**src/rtl/sign_extender_pipe.sv**
```systemverilog
// LEGv8 immediate extractor/extender (I, D, B, CB, IW formats) registered behind
// a 2-entry elastic buffer (main + skid) with valid/ready on both sides.
module sign_extender_pipe #(
  parameter int unsigned DATA_W   = 64,
  parameter int unsigned BR_SHIFT = 1
) (
  input  logic              CLK,
  input  logic              Reset,
  input  logic              InValid,
  output logic              InReady,
  input  logic [25:0]       Imm26,
  input  logic [2:0]        Ctrl,
  output logic              OutValid,
  input  logic              OutReady,
  output logic [DATA_W-1:0] BusImm,
  output logic              Illegal
);

  localparam int unsigned BR_SH = (BR_SHIFT != 0) ? 2 : 0;

  typedef enum logic [1:0] {
    S_EMPTY,
    S_ONE,
    S_FULL
  } buf_state_t;

  buf_state_t        r_state;
  buf_state_t        w_state_nxt;
  logic              r_in_ready;
  logic [DATA_W-1:0] r_main_imm;
  logic              r_main_ill;
  logic [DATA_W-1:0] r_skid_imm;
  logic              r_skid_ill;

  logic [DATA_W-1:0] w_imm;
  logic              w_ill;
  logic [1:0]        w_hw;
  logic              w_accept;
  logic              w_pop;
  logic              w_load_main;
  logic              w_load_skid;
  logic              w_main_from_skid;

  assign w_hw = Imm26[22:21];

  always_comb begin
    w_imm = '0;
    w_ill = 1'b0;
    case (Ctrl)
      3'b000: w_imm = {{(DATA_W-12){1'b0}}, Imm26[21:10]};
      3'b001: w_imm = {{(DATA_W-9){Imm26[20]}}, Imm26[20:12]};
      3'b010: w_imm = {{(DATA_W-26){Imm26[25]}}, Imm26[25:0]} << BR_SH;
      3'b011: w_imm = {{(DATA_W-19){Imm26[23]}}, Imm26[23:5]} << BR_SH;
      3'b100: begin
        // A halfword slot that does not fit in DATA_W is flagged, not wrapped.
        if ((32'(w_hw) + 32'd1) * 32'd16 > DATA_W) begin
          w_ill = 1'b1;
        end else begin
          w_imm = {{(DATA_W-16){1'b0}}, Imm26[20:5]} << {w_hw, 4'b0000};
        end
      end
      default: w_ill = 1'b1;
    endcase
  end

  assign OutValid = (r_state != S_EMPTY);
  assign InReady  = r_in_ready;
  assign BusImm   = r_main_imm;
  assign Illegal  = r_main_ill;
  assign w_accept = InValid & r_in_ready;
  assign w_pop    = OutValid & OutReady;

  always_comb begin
    w_state_nxt      = r_state;
    w_load_main      = 1'b0;
    w_load_skid      = 1'b0;
    w_main_from_skid = 1'b0;
    case (r_state)
      S_EMPTY: begin
        if (w_accept) begin
          w_state_nxt = S_ONE;
          w_load_main = 1'b1;
        end
      end
      S_ONE: begin
        if (w_accept && w_pop) begin
          w_load_main = 1'b1;
        end else if (w_accept) begin
          w_state_nxt = S_FULL;
          w_load_skid = 1'b1;
        end else if (w_pop) begin
          w_state_nxt = S_EMPTY;
        end
      end
      S_FULL: begin
        if (w_pop) begin
          w_state_nxt      = S_ONE;
          w_main_from_skid = 1'b1;
        end
      end
      default: w_state_nxt = S_EMPTY;
    endcase
  end

  // InReady is the registered "skid not full" of the next state, so it never
  // depends combinationally on OutReady.
  always_ff @(posedge CLK) begin
    if (Reset) begin
      r_state    <= S_EMPTY;
      r_in_ready <= 1'b0;
    end else begin
      r_state    <= w_state_nxt;
      r_in_ready <= (w_state_nxt != S_FULL);
    end
  end

  always_ff @(posedge CLK) begin
    if (Reset) begin
      r_main_imm <= '0;
      r_main_ill <= 1'b0;
      r_skid_imm <= '0;
      r_skid_ill <= 1'b0;
    end else begin
      if (w_load_main) begin
        r_main_imm <= w_imm;
        r_main_ill <= w_ill;
      end else if (w_main_from_skid) begin
        r_main_imm <= r_skid_imm;
        r_main_ill <= r_skid_ill;
      end
      if (w_load_skid) begin
        r_skid_imm <= w_imm;
        r_skid_ill <= w_ill;
      end
    end
  end

endmodule
```
**config.mk**
```make
export PLATFORM = sky130hd
export DESIGN_NAME = sign_extender_pipe
export DESIGN_NICKNAME = d
export VERILOG_FILES = /design/src/rtl/sign_extender_pipe.sv
export SDC_FILE = /design/constraint.sdc
export NUM_CORES = 1
export LEC_CHECK = 0
export CAP_MARGIN = 20
export CORE_MARGIN = 1
export CORE_UTILIZATION = 30
export DETAILED_ROUTE_END_ITERATION = 12
export SLEW_MARGIN = 20
export SYNTH_ARGS = -nofsm -noshare
export SYNTH_HDL_FRONTEND = slang
export SYNTH_SLANG_ARGS = --single-unit
export TNS_END_PERCENT = 100
```
**constraint.sdc**
```tcl
create_clock -name CLK -period 3.7 [get_ports CLK]
set_clock_uncertainty 0.2 [all_clocks]
set_input_delay 0.37 -clock CLK [delete_from_list [all_inputs] [get_ports CLK]]
set_output_delay 0.37 -clock CLK [all_outputs]
set_load 0.01 [all_outputs]
```
==> results of run 1 <==
==> repair_timing <==
action / CTS / global route
resized for setup: 0 / 0
hold buffers: 1 / 0
setup endpoints to repair: 0 / 0
endpoints found under the hold margin: 3 / 0
==> cell type report <==
cell class / count / area, um^2
clock buffer: 19 / 453
tap: 265 / 332
multi-input combinational: 423 / 2970
fill: 1964 / 11800
inverter: 3 / 11.3
timing repair buffer: 114 / 1130
sequential: 133 / 2660
clock inverter: 13 / 154
==> state kept, by name, summed over array words and instances, names as in the netlist <==
name        flops
r_skid_imm     64
Illegal         1
BusImm         64
InReady         1
r_skid_ill      1
r_state         2
==> power breakdown <==
| group | internal (mW) | leakage [nW] | switching (mW) | total (mW) |
|---|---|---|---|---|
| combinational | 0.203 | 1.02 | 0.242 | 0.444 |
| clock | 1.09 | 0.303 | 0.643 | 1.73 |
| sequential | 1.49 | 1.08 | 0.0346 | 1.52 |
==> layer usage <==
| layer | vias up | share of wire, % | track usage (%) |
|---|---|---|---|
| met5 | - | 0 | 0 |
| met3 | 17 | 7.3 | 5.53 |
| met4 | 0 | 1.6 | 6.10 |
| met1 | 2522 | 47 | 26.0 |
| li1 | 2529 | - | - |
| met2 | 167 | 44 | 26.6 |
==> how the worst min path moves through the flow <==
stage                    from             end  slack (ns)
5_1_grt        r_skid_imm[20]  r_skid_imm[20]        0.28
3_3_place_gp   r_skid_imm[12]  r_skid_imm[12]        0.25
6_report       r_skid_imm[18]  r_skid_imm[18]        0.26
3_5_place_dp   r_skid_imm[12]  r_skid_imm[12]        0.25
4_1_cts        r_skid_imm[20]  r_skid_imm[20]        0.26
2_1_floorplan   r_skid_imm[0]   r_skid_imm[0]        0.23
==> worst max-delay path, stage by stage <==
cell and delay (ns):
sky130_fd_sc_hd__clkdlybuf4s50_1 0.72, sky130_fd_sc_hd__or4b_1 0.51, sky130_fd_sc_hd__nor2_2 0.57, sky130_fd_sc_hd__a21oi_1 0.18, sky130_fd_sc_hd__a221oi_1 0.30
==> cells in the final DEF (no fill, tap or decap), drive strengths merged, types with 17 or more instances in the layout <==
master / Yosys / layout
nand2: 70 / 70
a221oi: 44 / 44
a311oi: 45 / 45
clkbuf: 39 / 19
o22ai: 17 / 17
dfxtp: 133 / 133
mux2i: 59 / 59
clkdlybuf4s50: 0 / 98
a21oi: 31 / 31
nor2: 60 / 60
==> per-stage QoR <==
stage	total power, mW	utilization [%]	area [um^2]
2_1_floorplan	1.78	-	5980
6_report	3.70	39.5	7710
3_5_place_dp	2.00	36.3	7100
5_1_grt	3.82	39.5	7710
3_3_place_gp	1.99	36.3	7100
4_1_cts	3.72	39.5	7710
==> cell families after synthesis <==
logic type             count (synthesis)
DFF                                  133
buffers and inverters                 76
AOI/OAI and AO/OA                    192
and+or+nand+nor                      165
muxes                                 66
==> results by group, run 1 <==
Status
  – Result of the run: completed

Placed design
  – Port bufs: 99
  – Final HPWL from detailed placement: 11,600 um
  – Setup WS pre-CTS: 0.774 ns
  – Cell count after placement: 937
  – Weighted congestion reported at the end of routability-driven placement: 0.827

Worst setup path
  – Worst reg2reg endpoint: BusImm[43]
  – Endpoint type of the worst setup path: flop
  – Worst R2R Start: r_state[0]
  – Worst r2r path cells: 6
  – Start point of the critical path: Ctrl[2]
  – Critical Setup Path Class: input pin to flop
  – Critical path required time: 3.82 ns
  – Timing endpoint of the critical path: BusImm[10]
  – Worst Path Arrival: 2.66 ns
  – Critical Path Source Type: input pin
  – Worst-path fanout max: 14
  – Register-to-register path setup slack: 1.57 ns

Floorplanning
  – Core region area: 19,500 um^2
  – DIE WIDTH: 143 um
  – Y dimension of the die: 143 um
  – Die ar.: 20,500 um^2
  – Number of I/O pins: 100
  – Initial core utilization: 30.6%
  – Rows: 51

Yosys
  – Proportion of synthesized area in mux cells: 12.5%
  – Top cells by area in the synthesized netlist: sky130_fd_sc_hd__dfxtp_1 45%, sky130_fd_sc_hd__mux2i_1 9.9%, sky130_fd_sc_hd__a311oi_1 6.6%
  – Number of nets in the synthesized netlist: 665
  – Area leader, netlist: sky130_fd_sc_hd__dfxtp_1
  – Synth cell types: 47
  – Number of synthesized flops with an enable pin: 0
  – Adder and majority gate portion of the synthesized area: 0%
  – Most frequently used cell type in the post-synthesis netlist: sky130_fd_sc_hd__dfxtp_1
  – Dominant combinational cell family by area after synthesis: compound AO/OA/AOI/OAI gates
  – Synthesized area: 5980 um^2
  – XOR/XNOR share of the synthesized area: 0%
  – Area fraction in and, or, nand and nor cells after synthesis: 12.1%
  – Synth Area in Compound Gates: 24.9%
  – Syn. warnings: 0
  – Cells after synthesis: 632
  – Post-synthesis sequential element count: 133
  – Synth Flop Type: sky130_fd_sc_hd__dfxtp_1
  – Synth cell count leaders: 133 x sky130_fd_sc_hd__dfxtp_1, 69 x sky130_fd_sc_hd__nand2_1, 59 x sky130_fd_sc_hd__mux2i_1, 58 x sky130_fd_sc_hd__nor2_1, 45 x sky130_fd_sc_hd__a311oi_1
  – Synthesized area divided by synthesized cell count: 9.47 um^2
  – Proportion of netlist area held by the largest area contributor: 44.5%
  – Share of synthesized flip-flops with an asynchronous set or reset: 0%
  – Fraction of the yosys area taken by sequential cells: 44.5%

Route
  – Post-DRT Antenna Nets: 0
  – First-iteration detailed-routing DRC count: 475
  – DR pass1 iterations: 5
  – Avg Vias per Cell: 5.40
  – Number of remaining DRC errors: 0
  – Wirelength, routed: 18,600 um
  – Wire per inst: 19.2 um
  – Total vias in the final route: 5,235

Timing
  – Worst-case setup margin in the final layout: 1.16 ns
  – Period utilization: 68.8%
  – Number of failing setup endpoints in the final timing report: 0
  – Final hold slack: 0.259 ns
  – Headroom to the max-slew limit: 28.9%
  – Worst Tran Pin Value: 1.07 ns
  – Max Freq: 0.393 GHz
  – Time the worst path needs with I/O delays and setup: 2.54 ns
  – Number of max-slew violations in the final report: 0
  – Sum of negative setup slack: 0 ns
  – Endpoints failing hold: 0
  – RSZ-0062 raised after global routing: no

Power
  – Maximum vdd ir drop: 291 uV
  – Power per cell area: 480 nW/um^2
  – Leakage power summed over all cells: 2.41 nW

Clock network
  – Htree depth: 4
  – CTS tree: yes
  – Clock root cell: sky130_fd_sc_hd__clkbuf_16
  – Maximum clock insertion buffer count: 2
  – Post-CTS Setup Repair Bufs: 0
  – Clk_lat worst skew: 0.43 ns
  – Num CTS Buffers: 17
  – Reg clk slew, reported paths: 0.06 ns
  – Number of sinks on the clock net: 133

Global routing
  – Maximum number of pins on one net before global-route repair: 100
  – Aggregate global-route resource usage: 18.5%
  – GRT Residual Overflow: 0
  – Number of antenna violations at the first check in global routing: 1
  – Wire length of the first global-routing pass: 28,300 um
  – Vias in the first global route: 4,902

Run
  – Max capacitance violation total: 0

Finish
  – Non-filler cells in the finished layout: 970
  – Number of nets in the final layout: 725
  – Layout area overhead: 28.9%
  – Ratio of cells with drive above 1 in the final layout: 10.2%
  – Inserted Diodes: 0

Min path
  – Worst Hold Class: flop to flop
  – Hold path depth: 1
(Power assumes the default switching activity.)
==> run 2, diff against run 1 <==
- clock period: 3.7 -> 2.2 ns (I/O delays scaled with it)
==> run 2 against run 1 <==
Compared with the run above: count of clock-buffer cells in the layout unchanged; core utilization up 3.2 points; first-iteration DRC count down 8.0%; sequential share of layout area is 2.6 points lower; final cell count grew 6.8%.
==> results by group, run 2 (synthesis results as in run 1) <==
Status
  – Result of the run: completed (unchanged)

Worst setup path
  – Start point of the critical path: r_state[1] (was Ctrl[2])
  – Critical path required time: 1.78 ns (was 3.82 ns)
  – Worst-path fanout max: 8 (was 14)
  – Critical Setup Path Class: flop to primary output (was input pin to flop)
  – Worst R2R Start: r_state[0] (unchanged)
  – Critical Path Source Type: flop (was input pin)
  – Endpoint type of the worst setup path: primary output (was flop)
  – Worst Path Arrival: 1.64 ns (was 2.66 ns)

Placed design
  – Setup WS pre-CTS: -0.169 ns (was 0.774 ns)
  – Weighted congestion reported at the end of routability-driven placement: 0.868 (was 0.827)
  – Port bufs: 99 (unchanged)
  – Final HPWL from detailed placement: 13,200 um (was 11,600 um)
  – Cell count after placement: 1,004 (was 937)

Min path
  – Worst Hold Class: flop to flop (unchanged)
  – Hold Startpoint: r_skid_imm[18] (unchanged)

Timing
  – Worst Tran Pin Value: 0.514 ns (was 1.07 ns)
  – Period utilization: 93.6%
  – Worst-case setup margin in the final layout: 0.142 ns (was 1.16 ns)
  – Time the worst path needs with I/O delays and setup: 2.06 ns
  – Number of max-slew violations in the final report: 0 (unchanged)
  – Number of failing setup endpoints in the final timing report: 0 (unchanged)
  – Endpoints failing hold: 0 (unchanged)
  – Final hold slack: 0.262 ns (was 0.259 ns)
  – Max Freq: 0.486 GHz
  – Headroom to the max-slew limit: 65.7% (was 28.9%)
  – RSZ-0062 raised after global routing: no (unchanged)

Global routing
  – Maximum number of pins on one net before global-route repair: 55 (was 100)
  – Vias in the first global route: 5,258 (was 4,902)
  – Aggregate global-route resource usage: 19.4% (was 18.5%)
  – Wire length of the first global-routing pass: 29,900 um (was 28,300 um)
  – Number of antenna violations at the first check in global routing: 0 (was 1)
  – GRT Residual Overflow: 0 (unchanged)

Clock network
  – Reg clk slew, reported paths: 0.06 ns (about the same)
  – Hold-fix buffers, CTS: 1 (unchanged)
  – Clk_lat worst skew: 0.42 ns (was 0.43 ns)
  – Number of sinks on the clock net: 133 (unchanged)
  – Num CTS Buffers: 17 (unchanged)
  – CTS tree: yes (unchanged)
  – Htree depth: 4 (unchanged)
  – Maximum clock insertion buffer count: 2 (unchanged)
  – CTS resizes: 0 (unchanged)
  – Clock root cell: sky130_fd_sc_hd__clkbuf_16 (unchanged)
  – Post-CTS Setup Repair Bufs: 0 (unchanged)

Route
  – Post-DRT Antenna Nets: 0 (unchanged)
  – DR pass1 iterations: 5 (unchanged)
  – First-iteration detailed-routing DRC count: 437 (was 475)
  – Total vias in the final route: 5,561 (was 5,235)
  – Wirelength, routed: 19,200 um (was 18,600 um)
  – Number of remaining DRC errors: 0 (unchanged)
  – Wire per inst: 18.6 um (was 19.2 um)
  – Avg Vias per Cell: 5.37 (was 5.40)

Floorplanning
  – DIE WIDTH: 143 um (unchanged)
  – Number of I/O pins: 100 (unchanged)
  – Die ar.: 20,500 um^2 (unchanged)
  – Rows: 51 (unchanged)
  – Y dimension of the die: 143 um (unchanged)
  – Initial core utilization: 30.6% (unchanged)
  – Core region area: 19,500 um^2 (unchanged)

Finish
  – Number of nets in the final layout: 792 (was 725)
  – Most used cells in the layout excluding fill and tap cells: 133 x sky130_fd_sc_hd__dfxtp_1, 98 x sky130_fd_sc_hd__clkdlybuf4s50_1, 70 x sky130_fd_sc_hd__buf_4, 69 x sky130_fd_sc_hd__nand2_1, 59 x sky130_fd_sc_hd__mux2i_1 (was 133 x sky130_fd_sc_hd__dfxtp_1, 98 x sky130_fd_sc_hd__clkdlybuf4s50_1, 69 x sky130_fd_sc_hd__nand2_1, 59 x sky130_fd_sc_hd__mux2i_1, 58 x sky130_fd_sc_hd__nor2_1)
  – Non-filler cells in the finished layout: 1,036 (was 970)
  – Inserted Diodes: 0 (unchanged)
  – Ratio of cells with drive above 1 in the final layout: 17.8% (was 10.2%)
  – Most frequent standard cell in the layout excluding fill and tap cells: sky130_fd_sc_hd__dfxtp_1 (unchanged)
  – Layout area overhead: 39.3% (was 28.9%)

Power
  – Power consumption: 6.29 mW (was 3.70 mW)
  – Maximum vdd ir drop: 544 uV (was 291 uV)
  – Leakage power summed over all cells: 2.75 nW (was 2.41 nW)
  – Power per cell area: 755 nW/um^2 (was 480 nW/um^2)

Run
  – Max capacitance violation total: 0 (unchanged)
[run 2: layout make-up]
type	instances	area (um^2)
clock buffer	19	443
multi-input combinational	423	2970
fill	1935	11200
timing repair buffer	181	1760
sequential	133	2660
clock inverter	12	156
tap	265	332
inverter	3	11.3
[run 2: final timing paths]
check | endpoint | slack, ns | cells after the start
worst max register to register | r_skid_imm[33] | 0.38 | 6
worst min-delay path | r_skid_imm[18] | 0.26 | 1
worst max-delay path | OutValid | 0.14 | 3
worst min register to register | r_skid_imm[18] | 0.26 | 1
[run 2: report_power, final]
part	leakage (nW)	internal [mW]	switching [mW]
combinational	1.39	0.428	0.431
sequential	1.08	2.50	0.0570
clock	0.281	1.80	1.07
total	2.75	4.73	1.56
[run 2: routing by layer]
metal  wire (um)  vias up  global-route usage, %
li1            -     2653                      -
met1        8890     2688                   26.5
met2        8530      191                   28.3
met3        1440       29                   6.34
met4         372        0                   6.55
met5           0        -                      0
[run 2: worst max-delay path, cell delays in order (launching register included)]
cell and delay [ns]:
sky130_fd_sc_hd__dfxtp_1 0.30, sky130_fd_sc_hd__buf_4 0.15, sky130_fd_sc_hd__or2_2 0.29, sky130_fd_sc_hd__clkdlybuf4s50_1 0.48
[run 2: per-stage QoR]
| stage | util (%) | TNS, ns | area, um^2 |
|---|---|---|---|
| global route | 42.7 | 0 | 8330 |
| floorplan | - | 0 | 5980 |
| finish | 42.7 | 0 | 8330 |
| global placement | 39.6 | -2.36 | 7720 |
| detailed placement | 39.6 | -4.12 | 7720 |
| CTS | 42.7 | 0 | 8330 |
==> run 3, diff against run 2 <==
- TNS_END_PERCENT: 100 -> unset
==> results of run 3 <==
Same layout as run 2: the final DEF is identical, and so are final timing and power.
==> edit 1, RTL diff (config.mk and constraints of run 2) <==
Change the parameter `DATA_W` from 64 to 128.
--- a/src/rtl/sign_extender_pipe.sv
+++ b/src/rtl/sign_extender_pipe.sv
@@ -1,7 +1,7 @@
 // LEGv8 immediate extractor/extender (I, D, B, CB, IW formats) registered behind
 // a 2-entry elastic buffer (main + skid) with valid/ready on both sides.
 module sign_extender_pipe #(
-  parameter int unsigned DATA_W   = 64,
+  parameter int unsigned DATA_W   = 128,
   parameter int unsigned BR_SHIFT = 1
 ) (
   input  logic              CLK,
Interface: changed (resized BusImm); port bits go from 100 to 164. No check against the original RTL was run, so the function may have changed too.
==> edit 1 against run 2 <==
- sequential power up 2%
- utilization down 1.4 points
- sequential cell count grew 2
- wire length grew 13%
- synthesized area is 18% higher
- sequential share of layout area is 3.3 points lower
- worst setup slack better by 31 ps
- largest power group unchanged
- cell area rose by 13%
- first-iteration DRC count fell by 2.7%
- total power rose by 11%
- global-route usage shrank 1.5 points
==> edit 1: results (changes against run 2) <==
Global route
  • GR Util met2: 0.289 (+0.00553)
  • GRT Total Usage: 0.179 (-0.0149)
  • Global-route wire length before repair: 33.5 mm (+12%)
  • Vias in the first global route: 5840 (+11%)
  • Routing usage on met3: 0.0398 (-0.0235)
  • M1 GR Usage: 0.236 (-0.0285)
  • Largest net degree at the start of global routing: 66 (+20%)

Synth
  • Mean Syn Cell Area: 8.28 µm² (-13%)
  • Yosys warns: 0 (unchanged)
  • Syn nets: 883 (+33%)
  • Cell count after synthesis: 850 (+34%)
  • Most frequent cells after synthesis: dfxtp_1 (135), nand2_1 (130), a21oi_1 (106)
  • Synth area leaders: dfxtp_1 (38%), buf_4 (7.8%), a21oi_1 (7.5%)
  • Seq/Total Area, Yosys: 0.384 (-0.0610)
  • Synth unique cells: 48 (+2.1%)

Final layout
  • FILL cells: 2320 (+20%)
  • Fin cells: 1266 (+22%)
  • Share of layout cells above drive strength 1: 0.177 (-0.000357)
  • Multi-Input Combinational: 561 (+33%)
  • Area grow syn2layout: 33.9%
  • ClkCell Share: 0.0679 (-0.00406)
  • Inverters: 2 (-1)
  • FF+latch count: 135 (+1.5%)
  • Multi-input gate area: 0.00339 mm² (+14%)
  • Buffer share of cell area: 0.243 (+0.0320)
  • FF+latch area: 0.00270 mm² (+1.6%)
  • Nets: 973 (+23%)
  • Bufs w/o clock: 223 (+23%)

CTS
  • Root Driver: clkbuf_16
  • H-tree depth: 4 (unchanged)

Drt
  • Drt first pass iters: 5 (unchanged)
  • 1st-iter DRT viols: 425 (-2.7%)
  • Routed wl met2: 10.4 mm (+22%)
  • Vias per std cell: 5.03 (-6.2%)
  • WL met1: 9.84 mm (+11%)
  • Routed length on met3: 1.16 mm (-19%)
  • DRT Wirelength: 21.7 mm (+13%)

Run status
  • Status: completed

Placed design
  • Setup Slack @ Placement: -28.3 ps (+141 ps)
  • Placed cell area: 0.00878 mm² (+14%)
  • Inst Count DP: 1234 (+23%)
  • Gp weighted congestion: 0.840 (-3.2%)
  • PortBufs: 163 (+65%)
  • Placed wire-length estimate: 15.0 mm (+14%)

STA
  • Max transition margin: 0.623 (-0.0346)

Min path
  • Hold Path Stages: 2 (+1)
  • Worst hold path class: in -> reg

Power and ir drop
  • Leak: 3.25 nW (+18%)
  • Logic gate share of total power: 0.177 (+0.040)
  • Int Power: 0.00511 W (+7.9%)
  • Clk pwr share: 0.447 (-0.010)
  • Max rail drop VDD: 0.476 mV (-13%)
  • Net switching power: 0.00187 W (+20%)

Setup path
  • Largest stage delay, worst path: 480 ps (about the same)
  • CP max-delay cell: clkdlybuf4s50_1
  • Reg2reg path depth: 5 (-1)
  • Worst EP arrival: 1610 ps (-30 ps)
  • Critical Path Fanout Max: 9 (+1)
## edit 1: cell count changes after synthesis, sizes merged, moves of 9 or more
cell	change
nand2	+60
a31o	+40
o2bb2ai	-16
a221oi	-36
mux2i	-26
a211oi	+48
buf	+83
o22ai	-9
a21oi	+80
nand3b	+13
o21ai	+21
a311oi	-42
## edit 1: logic make-up (layout without fill, tap and decap cells)
family                 count (synthesis)  count (layout)  synth area share
AOI/OAI and AO/OA                    281             281             0.270
and+or+nand+nor                      245             245             0.161
buffers and inverters                154             257             0.134
DFF                                  135             135             0.384
muxes                                 35              35            0.0501
## edit 1: final timing paths
path              startpoint              end  slack, ps
min                    Reset  r_skid_imm[126]         20
max reg2reg       r_state[1]       BusImm[25]        370
min reg2reg  r_skid_imm[126]  r_skid_imm[126]        260
max               r_state[1]         OutValid        170
## edit 1: worst register-to-register path, stage by stage (launching register included)
cell,delay [ps]
dfxtp_1,480
and3b_1,260
nand2b_2,110
buf_4,370
a31o_2,230
a21oi_1,40
==> edit 2, RTL diff (settings of run 2) <==
Made on the original files. Re-encode `buf_state_t` (3 states) as one-hot, 3 bits wide.
--- a/src/rtl/sign_extender_pipe.sv
+++ b/src/rtl/sign_extender_pipe.sv
@@ -18,10 +18,10 @@
 
   localparam int unsigned BR_SH = (BR_SHIFT != 0) ? 2 : 0;
 
-  typedef enum logic [1:0] {
-    S_EMPTY,
-    S_ONE,
-    S_FULL
+  typedef enum logic [2:0] {
+    S_EMPTY = 3'b001,
+    S_ONE   = 3'b010,
+    S_FULL  = 3'b100
   } buf_state_t;
 
   buf_state_t        r_state;
Formal check against the unedited RTL: same outputs for any inputs over 4 cycles, from zero or initial values and one cycle with Reset high; so few cycles prove little.
==> edit 2 against run 2 <==
- cell area fell by 0.47%
- total power rose by 0.93%
- die area fell by 1.3%
- maximum frequency fell by 1.2%
- wire length fell by 0.35%
- via count barely moved
- synthesized cell count rose by 6.2%
- sequential cell count rose by 1
- worst hold slack got worse by 12 ps
- worst setup slack got worse by 26 ps
- synthesized area fell by 1.3%
- count of clock-buffer cells in the layout rose by 2
- first-iteration DRC count fell by 4.8%
==> edit 2: results (changes against run 2) <==
Synth
  • Most frequent cells after synthesis: dfxtp_1 (134), a21oi_1 (68), nor2_1 (62)
  • Mux cell area share after synthesis: 0.0712 (-0.0539)
  • XOR/XNOR Fraction of Synth Area: 0.00148 (+0.00148)
  • Compound-Gate Fraction of Synth Area: 0.280 (+0.0305)
  • Mean Syn Cell Area: 8.80 µm² (-7.1%)
  • FF+latch count, synth: 134 (+0.75%)
  • Seq/Total Area, Yosys: 0.454 (+0.00933)
  • Synth unique cells: 45 (-4.3%)

Drt
  • DR WL/cell: 18.0 µm (-3.0%)
  • Routed wl met2: 8.76 mm (+2.7%)
  • 1st-iter DRT viols: 416 (-4.8%)
  • Routed via count: 5562 (+0.018%)
  • DRT Wirelength: 19.2 mm (-0.35%)
  • Routed length on met3: 1.01 mm (-30%)

Final layout
  • FF+latch area: 0.00268 mm² (+0.75%)
  • Nets: 824 (+4.0%)
  • Multi-Input Combinational: 426 (+0.71%)
  • Share of layout cells above drive strength 1: 0.141 (-0.0371)
  • Buffer share of cell area: 0.208 (-0.00263)
  • Bufs w/o clock: 171 (-5.5%)
  • ClkCell Share: 0.0804 (+0.00848)
  • CLK BUF: 21 (+2)
  • Inverters: 41 (+38)
  • Multi-input gate area: 0.00274 mm² (-7.8%)

Power and ir drop
  • Max rail drop VDD: 0.587 mV (+7.8%)
  • Leak: 2.82 nW (+2.4%)
  • Sequential share of power: 0.392 (-0.015)
  • Seq power: 0.00249 W (-3%)
  • Net switching power: 0.00148 W (-4.9%)
  • Logic gate share of total power: 0.105 (-0.032)

Setup path
  • Top cell family by delay on the critical path: flip-flops
  • Worst EP arrival: 1660 ps (+20 ps)
  • Largest stage delay, worst path: 530 ps (+50 ps)
  • CP max-delay cell: dfxtp_1
  • R2R Setup Slk: 280 ps (-100 ps)
  • Reg2reg end: BusImm[32]
  • Crit Reg-Reg Startpoint: r_state[1]
  • Reg2reg path depth: 5 (-1)

STA
  • Worst Tran Pin Value: 691 ps (+177 ps)
  • Min Hold Slack: 250 ps (-12.0 ps)

Run status
  • Status: completed

Min path
  • Hold Path Stages: 2 (+1)
  • Critical hold path startpoint: r_skid_ill

Global route
  • Global-route wire length before repair: 29.8 mm (-0.51%)
  • Largest net degree at the start of global routing: 75 (+36%)
  • Vias in the first global route: 5229 (-0.55%)
  • GRT Total Usage: 0.195 (+0.00156)

Placed design
  • Gp weighted congestion: 0.887 (+2.2%)
  • Placed wire-length estimate: 13.4 mm (+1.6%)
  • Setup Slack @ Placement: -191 ps (-21.9 ps)
  • Placed cell area: 0.00762 mm² (-1.4%)
  • Inst Count DP: 1032 (+2.8%)

CTS
  • Root Driver: clkbuf_16
  • TritonCTS Buffers: 17 (unchanged)
  • Post-cts sizing count: 1 (+1)
  • H-tree depth: 4 (unchanged)
-- edit 2: changes by cell type after synthesis, moves of 6 or more --
cell      change
a211oi_1     +41
a21oi_1      +38
a221oi_1     -38
a311oi_1     -38
inv_1        +38
o221ai_1     +37
mux2i_1      -17
o22ai_1      +15
clkbuf_1     -12
nand2_1      -11
a31o_2        -7
mux4_2        -7
a22oi_1       -6
-- edit 2: worst max path at each step --
stage          depth (start not counted)              to  slack (ps)       start
3_3_place_gp                           5  r_skid_imm[21]        -120     InValid
5_1_grt                                3        OutValid          20  r_state[1]
3_5_place_dp                           5  r_skid_imm[24]        -190     InValid
2_1_floorplan                          7      BusImm[34]         310  r_state[1]
6_report                               3        OutValid         120  r_state[1]
4_1_cts                                3        OutValid          70  r_state[0]
-- edit 2: layer usage --
layer | vias to the layer above | GRT usage
met2 | 174 | 0.308
met3 | 35 | 0.0441
met5 | - | 0
met4 | 0 | 0.0662
li1 | 2699 | -
met1 | 2654 | 0.261
